[config.mk]
export PLATFORM = sky130hd
export DESIGN_NAME = voice_gen
export DESIGN_NICKNAME = d
export VERILOG_FILES = /design/src/rtl/voice_gen.sv
export SDC_FILE = /design/constraint.sdc
export NUM_CORES = 1
export LEC_CHECK = 0
export ABC_AREA = 1
export BUFFER_PORTS_ARGS = -buffer_cell sky130_fd_sc_hd__buf_4
export CAP_MARGIN = 25
export CORE_AREA = 5 5 131 133
export DETAILED_ROUTE_END_ITERATION = 7
export DIE_AREA = 0 0 136 138
export PLACE_DENSITY = 0.77
export RECOVER_POWER = 100
export SYNTH_ARGS = -nofsm -noshare
export SYNTH_HDL_FRONTEND = slang
export SYNTH_SLANG_ARGS = --single-unit
[constraint.sdc]
create_clock -name clk -period 7.75 [get_ports clk]
set_clock_uncertainty 0.2 [all_clocks]
set_input_delay 1.55 -clock clk [delete_from_list [all_inputs] [get_ports clk]]
set_output_delay 1.55 -clock clk [all_outputs]
set_load 0.03 [all_outputs]
[src/rtl/voice_gen.sv]
// rtl/voice_gen.sv - phase-accumulator voice with selectable waveform, hard sync and linear envelope
module voice_gen #(
    parameter int ACC_WIDTH  = 24,
    parameter int FREQ_WIDTH = 16,
    parameter int PW_WIDTH   = 12,
    parameter int OUT_WIDTH  = 8,
    parameter int ENV_WIDTH  = 8
) (
    input  logic                  clk,
    input  logic                  rst_n,
    input  logic                  en,
    input  logic [FREQ_WIDTH-1:0] frequency,
    input  logic [PW_WIDTH-1:0]   pulsewidth,
    input  logic [1:0]            wave_sel,
    input  logic                  sync_in,
    input  logic                  gate,
    input  logic [ENV_WIDTH-1:0]  attack_rate,
    input  logic [ENV_WIDTH-1:0]  release_rate,
    output logic [OUT_WIDTH-1:0]  sample_out,
    output logic                  wrap_out,
    output logic [ENV_WIDTH-1:0]  env_level,
    output logic                  env_active
);

    localparam logic [ENV_WIDTH-1:0] ENV_MAX = '1;

    typedef enum logic [1:0] {IDLE, ATTACK, SUSTAIN, RELEASE} env_state_t;

    env_state_t             state, state_next;
    logic [ENV_WIDTH-1:0]   level_next;
    logic [ACC_WIDTH-1:0]   acc;
    logic [ACC_WIDTH:0]     acc_sum;
    logic                   carry;
    logic [22:0]            lfsr;
    logic [22:0]            lfsr_next;
    logic [OUT_WIDTH-1:0]   raw, raw_next;
    logic [OUT_WIDTH-1:0]   p, q;
    logic [ENV_WIDTH:0]     att_sum, rel_diff;

    assign acc_sum   = {1'b0, acc} + {{(ACC_WIDTH+1-FREQ_WIDTH){1'b0}}, frequency};
    assign carry     = acc_sum[ACC_WIDTH];
    assign lfsr_next = {lfsr[21:0], lfsr[22] ^ lfsr[17]};
    assign p         = acc[ACC_WIDTH-1 -: OUT_WIDTH];
    assign q         = acc[ACC_WIDTH-2 -: OUT_WIDTH];
    assign att_sum   = {1'b0, env_level} + {1'b0, attack_rate};
    assign rel_diff  = {1'b0, env_level} - {1'b0, release_rate};
    assign env_active = (state != IDLE);

    // Waveform selection from the current phase and noise register
    always_comb begin
        raw_next = '0;
        case (wave_sel)
            2'd0:    raw_next = {OUT_WIDTH{acc[ACC_WIDTH-1 -: PW_WIDTH] >= pulsewidth}};
            2'd1:    raw_next = p;
            2'd2:    raw_next = acc[ACC_WIDTH-1] ? ~q : q;
            default: raw_next = lfsr[22 -: OUT_WIDTH];
        endcase
    end

    // Envelope next state and level; saturation done in ENV_WIDTH+1 bits
    always_comb begin
        state_next = state;
        level_next = env_level;
        case (state)
            IDLE: begin
                level_next = '0;
                if (gate) state_next = ATTACK;
            end
            ATTACK: begin
                if (!gate) begin
                    state_next = RELEASE;
                end else if (att_sum >= {1'b0, ENV_MAX}) begin
                    level_next = ENV_MAX;
                    state_next = SUSTAIN;
                end else begin
                    level_next = att_sum[ENV_WIDTH-1:0];
                end
            end
            SUSTAIN: begin
                level_next = ENV_MAX;
                if (!gate) state_next = RELEASE;
            end
            default: begin
                if (gate) begin
                    state_next = ATTACK;
                end else if (rel_diff[ENV_WIDTH] || rel_diff == '0) begin
                    level_next = '0;
                    state_next = IDLE;
                end else begin
                    level_next = rel_diff[ENV_WIDTH-1:0];
                end
            end
        endcase
    end

    // Envelope state and level registers
    always_ff @(posedge clk or negedge rst_n) begin
        if (!rst_n) begin
            state     <= IDLE;
            env_level <= '0;
        end else if (en) begin
            state     <= state_next;
            env_level <= level_next;
        end
    end

    // Phase accumulator, wrap pulse and noise LFSR; sync overrides wrap
    always_ff @(posedge clk or negedge rst_n) begin
        if (!rst_n) begin
            acc      <= '0;
            wrap_out <= 1'b0;
            lfsr     <= 23'h7FFFFF;
        end else if (en) begin
            if (sync_in) begin
                acc      <= '0;
                wrap_out <= 1'b0;
            end else begin
                acc      <= acc_sum[ACC_WIDTH-1:0];
                wrap_out <= carry;
                if (carry) lfsr <= lfsr_next;
            end
        end
    end

    // Waveform and enveloped output pipeline, each one en-cycle behind its source
    always_ff @(posedge clk or negedge rst_n) begin
        if (!rst_n) begin
            raw        <= '0;
            sample_out <= '0;
        end else if (en) begin
            raw        <= raw_next;
            sample_out <= OUT_WIDTH'(({{ENV_WIDTH{1'b0}}, raw} * {{OUT_WIDTH{1'b0}}, env_level}) >> ENV_WIDTH);
        end
    end

endmodule
-- Word-level counts from Yosys, hierarchy flattened
Cells that the tools add are included.
- word-level logic and storage cells: 50
- output and inout port bits: 18
- RAM bits: 0
- bits in registers: 74
- memories: 0
- latch bits: 0
- bits of input ports: 51
- ROM bits: 0
- $lt $le $gt $ge: 2
- bitwise gates (word level): 3
- div/mod/pow operators: 0
- shift operators: 0
- multiplexer cells: 16
- equal/unequal tests: 9
- add/sub/neg operators: 3
- multipliers: 1
- reduce and logical (&&, ||, !) cells: 9
- operators by type and width (cell ; count):
    one-hot mux 8 bit (3 select lines) ; 2
    2-to-1 mux 8 bit ; 5
    adder 24 x 16 -> 25 bit ; 1
    2-to-1 mux 24 bit ; 1
    multiplier 8 x 8 -> 16 bit ; 1
    greater-or-equal comparator 12 bit ; 1
    2-to-1 mux 2 bit ; 6
    adder 8 x 8 -> 9 bit ; 1
    greater-or-equal comparator 9 x 8 -> 1 bit (second input constant) ; 1
    logical NOT 9 bit ; 1
    subtractor 8 x 8 -> 9 bit ; 1
    inverter 8 bit ; 1
    inequality test 2 bit (second input constant) ; 3
    one-hot mux 2 bit (3 select lines) ; 1
    AND reduction 3 bit ; 2
    AND reduction 5 bit ; 1
    equality test 2 x 1 -> 1 bit (second input constant) ; 2
    equality test 2 bit (second input constant) ; 2
    logical NOT 2 bit ; 2
    inequality test 4 x 1 -> 1 bit (second input constant) ; 1
    nonzero test 4 bit ; 1
    inequality test 3 bit (second input constant) ; 1
    nonzero test 2 bit ; 1
    logical OR 1 bit ; 1
    other kinds (3) ; 3

-- Depth between registers and ports, before layout
- depth after elaboration: 6
- depth in mapped cells: 21
- mapped depth without buffers: 20

-- Worst setup path before layout
OpenSTA, ideal clock, no wires.
- kind: register to register
- start point: register env_level[7]
- end point: register sample_out[6]
- setup time: 0.118 ns
- path slack: 3.300 ns
- path buffers: 1
- stages on the path, launching flop included: 15
- required time: 7.432 ns
- clock period less this slack: 4.450 ns
- arrival: 4.132 ns
- cells stage by stage: dfrtp_1 > clkbuf_1 > nand2_1 > fa_1 > fa_1 > inv_1 > fa_1 > fa_1 > ha_1 > a21oi_1 > o21ai_0 > a221oi_1 > nand3_1 > nand3_1 > nand2_1
- word-level cells in the longest chain between the ends: 1
- ends and longest elaborated chain (element ; line ; text):
    start, declared ; 21 ; output logic [ENV_WIDTH-1:0] env_level,
    start signal, assigned ; 103 ; env_level <= level_next;
    multiplier 8 x 8 -> 16 bit ; 132 ; sample_out <= OUT_WIDTH'(({{ENV_WIDTH{1'b0}}, raw} * {{OUT_WIDTH{1'b0}}, env_level}) >> ENV_WIDTH);
    end signal, assigned ; 132 ;
    end, declared ; 19 ; output logic [OUT_WIDTH-1:0] sample_out,
No other way between the ends.
A chain may end at the register's enable or synchronous reset.

-- Final worst setup path
- start point: input port en
- end point: register lfsr[0]
- word-level cells in the longest chain between the ends: 1
- ends and longest elaborated chain (element ; line ; text):
    start, declared ; 11 ; input logic en,
    AND reduction 3 bit (no source line) ; - ;
    end signal, assigned ; 120 ; if (carry) lfsr <= lfsr_next;
    end, declared ; 34 ; logic [22:0] lfsr;
No other way between the ends.

==> results.py <==
metrics = {
    "routing": {
        "routed_via_density": 5.15,
        "initialDrtViolationCount": 386,
        "drc_errors": 0,
        "dr.pass1.iters": 5,
        "dr_total_vias": 7069,
        "wirelength_um": 18200,
        "antenna_left": 0,
        "wire_per_inst_um": 13.3,
    },
    "synth": {
        "yosys.area.top_type": "nand2_1",
        "yosys.cell_types.count": 52,
        "syn_avg_cell_area_um2": 7.08,
        "synthArstFlopShare_pct": 100,
        "synth_simple_gate_area_share_pct": 28.8,
        "syn_inst": 1103,
        "synth_xor_area_share_pct": 0.673,
        "synth_top_family_by_area": "simple AND/OR/NAND/NOR gates",
        "seq_area_frac_synth_pct": 24.1,
        "synth_top_area_share_pct": 17.1,
        "yosys-top-cells-area": "nand2_1, dfrtp_1, ha_1",
        "synth_compound_area_share_pct": 12.2,
        "synth.area.mux_share_pct": 0,
        "synth-seq-cells": 74,
        "syn_area_um2": 7810,
        "synth_nets": 1274,
        "ys.warnings.count": 0,
        "synth_edf_count": 0,
        "synth_ff_type": "dfrtp_1",
        "synthAdderAreaFrac_pct": 22.9,
    },
    "global_routing": {
        "met1_usage_pct": 26.7,
        "busiest_layer": "met2",
        "grt_max_degree": 75,
        "grt_pass1_vias": 6772,
        "grt_use_met2_pct": 32.5,
        "antenna_found_initial": 0,
        "grt_pass1_wl_um": 31100,
        "grt_usage_pct": 19.6,
        "grt_use_met3_pct": 2.94,
        "globalRouteOverflowTotal": 0,
    },
    "worst_setup_path": {
        "crit_fanout": 33,
        "startpoint": "en",
        "r2r_start": "env_level[7]",
        "required_ps": 7800,
        "crit_arrival_ps": 5750,
        "end_kind": "register",
        "path_class": "in2reg",
        "critPathLaunchType": "input port",
    },
    "pwr": {
        "netSwitchingPower_uw": 917,
        "comb_power_share_pct": 48.0,
        "internal_power_uw": 1130,
        "power_frac_clock_pct": 25.0,
        "seqPwrFrac_pct": 27.0,
        "total_leakage_power_uw": 0.00493,
        "irDropWorstVdd_mv": 0.129,
        "switching_share_pct": 44.8,
        "p_per_area_nw_per_um2": 236,
    },
    "floorplanning": {
        "start_util_pct": 49.7,
        "rows": 46,
        "fp.dieH_um": 138,
        "dieWidth_um": 136,
        "ioPinCount": 69,
        "core_area_um2": 15700,
        "die-area_um2": 18800,
    },
    "sta": {
        "hold_viol_final": 0,
        "slew_headroom_pct": -161,
        "worst_slack_ps": 2050,
        "rsz0062_at_grt": "false",
        "setup_viol": 0,
        "fin_crit_sh_pct": 73.5,
        "timing_worst_slew_pin_value_ps": 3920,
        "fmax_ghz": 0.176,
        "slew_violations": 166,
        "fin_tns_setup_ps": 0,
        "min_period_ps": 5700,
    },
    "outcome": {
        "violations": "max-capacitance violations, max-slew violations",
        "outcome": "complete, but fails checks",
    },
    "job": {
        "drv_cap": 4,
    },
    "place": {
        "dp_slack_ps": 3250,
        "portBuffers": 68,
        "hpwlAfterDp_um": 14500,
        "gp_congestion": 0.946,
    },
    "finish": {
        "syn_to_final_growth_pct": 10.9,
        "nFillCells": 1534,
        "final_nets": 1323,
        "sequential_cell_area_um2": 1880,
        "drive_gt1_share_pct": 10.3,
        "multi_input_area_um2": 4980,
        "antenna_cells": 0,
    },
    "clock_network": {
        "postCtsSetupRepairBufs": 0,
        "post_cts_resize_count": 0,
        "root_buffer": "clkbuf_16",
        "clk_path_buf_depth": 2,
        "cts.sinks": 74,
        "cts_buffers": 9,
        "clk_latency_ps": 340,
        "htree_levels": 3,
        "cts-hold-fix-buffers": 0,
        "clkTransAtPathRegs_ps": 60,
        "cts_tree": "built",
    },
    "worst_hold_path": {
        "min-delay-start": "lfsr[13]",
        "min_path_type": "reg2reg",
    },
}
-- synthesized netlist by cell type (3+ instances only) --
cell type  number
a21oi_1        64
a21oi_2         6
a31oi_1         6
buf_2           8
buf_4           3
buf_6           3
clkbuf_1       17
dfrtp_1        51
dfstp_2        23
fa_1           38
ha_1           82
inv_1         188
inv_2           3
nand2_1       355
nand2_2         8
nand3_1        68
nand3_2         5
nand3b_1        6
nand4_1        10
nor2_1         55
nor2_4          3
nor3_1          4
nor3_2          3
o2111ai_1       7
o21ai_0        42
o21ai_1         8
o21bai_4        3
xor2_1          4
-- worst paths after layout --
path / slack, ps / to / cells after the start
max: 2050 / lfsr[0] / 9
min: 260 / lfsr[13] / 2
max reg2reg: 3170 / sample_out[2] / 14
min reg2reg: 260 / lfsr[13] / 2
max in group asynchronous: 2650 / env_level[1] / 2
min in group asynchronous: 2510 / wrap_out / 2
-- cell type report --
| cell class | count | area share (%) |
|---|---|---|
| inverter | 191 | 8.28 |
| multi-input combinational | 805 | 57.4 |
| clock buffer | 9 | 2.60 |
| tap | 216 | 3.12 |
| clock inverter | 7 | 1.62 |
| sequential | 74 | 21.7 |
| timing repair buffer | 71 | 5.24 |
-- kinds of logic after synthesis --
group	Yosys count
fa+ha+maj	120
flops	74
buf+inv	224
compound gates	155
xor+xnor	6
simple gates	524
-- cell usage in the layout, fill, tap and decap left out, types with 3 or more instances in the layout --
master     instances
clkbuf_1          21
o21bai_1           4
inv_1            188
buf_4             49
nand4_1           11
nand2_1          355
nand2_2            8
nor2_1            57
xor2_1             4
bufinv_16          4
nor3_1             5
dfrtp_1           51
a31oi_1            6
o2111ai_1          7
clkbuf_16          9
o21ai_0           47
fa_1              38
o21ai_1            3
a21oi_1           65
nand3_1           68
ha_1              82
nand3b_1           6
nand3_2            5
a21oi_2            5
dfstp_2           23
-- flip-flops by register name (all words and copies together) (netlist names) --
name	count
acc	24
lfsr	23
env_level	8
raw	8
sample_out	8
state	2
wrap_out	1
-- stage by stage --
stage | power [uW] | hold slack [ps] | std cells | util, % | cell area, um^2
final | 2050 | 262 | 1373 | 55.1 | 8660
after global routing | 2220 | 283 | 1373 | 55.1 | 8660
after global placement | 1560 | 252 | 1356 | 53.7 | 8440
after detailed placement | 1580 | 253 | 1356 | 53.7 | 8440
after floorplan | 1320 | 242 | 1103 | - | 7810
after CTS | 2100 | 263 | 1372 | 56.0 | 8800
-- worst max-delay path, stage by stage --
cell,delay (ps)
clkbuf_1,1080
clkinv_1,180
clkbuf_1,730
nor2_1,950
nand2_1,100
nor3_1,280
buf_4,300
nand2_4,210
o21ai_0,310
-- power groups by stage --
| stage | logic (uW) | clock network, uW | registers, uW |
|---|---|---|---|
| after CTS | 1030 | 523 | 552 |
| after global placement | 1000 | 0 | 554 |
| after floorplan | 781 | 0 | 534 |
| after global routing | 1120 | 538 | 566 |
| after detailed placement | 1020 | 0 | 558 |
| final | 982 | 512 | 553 |
-- metal layers --
layer | up-vias | wire (um)
met3 | 25 | 911
met1 | 3266 | 8150
li1 | 3591 | -
met4 | 0 | 318
met2 | 187 | 8830
met5 | - | 0
No activity file was read; power rests on OpenSTA's default activity.
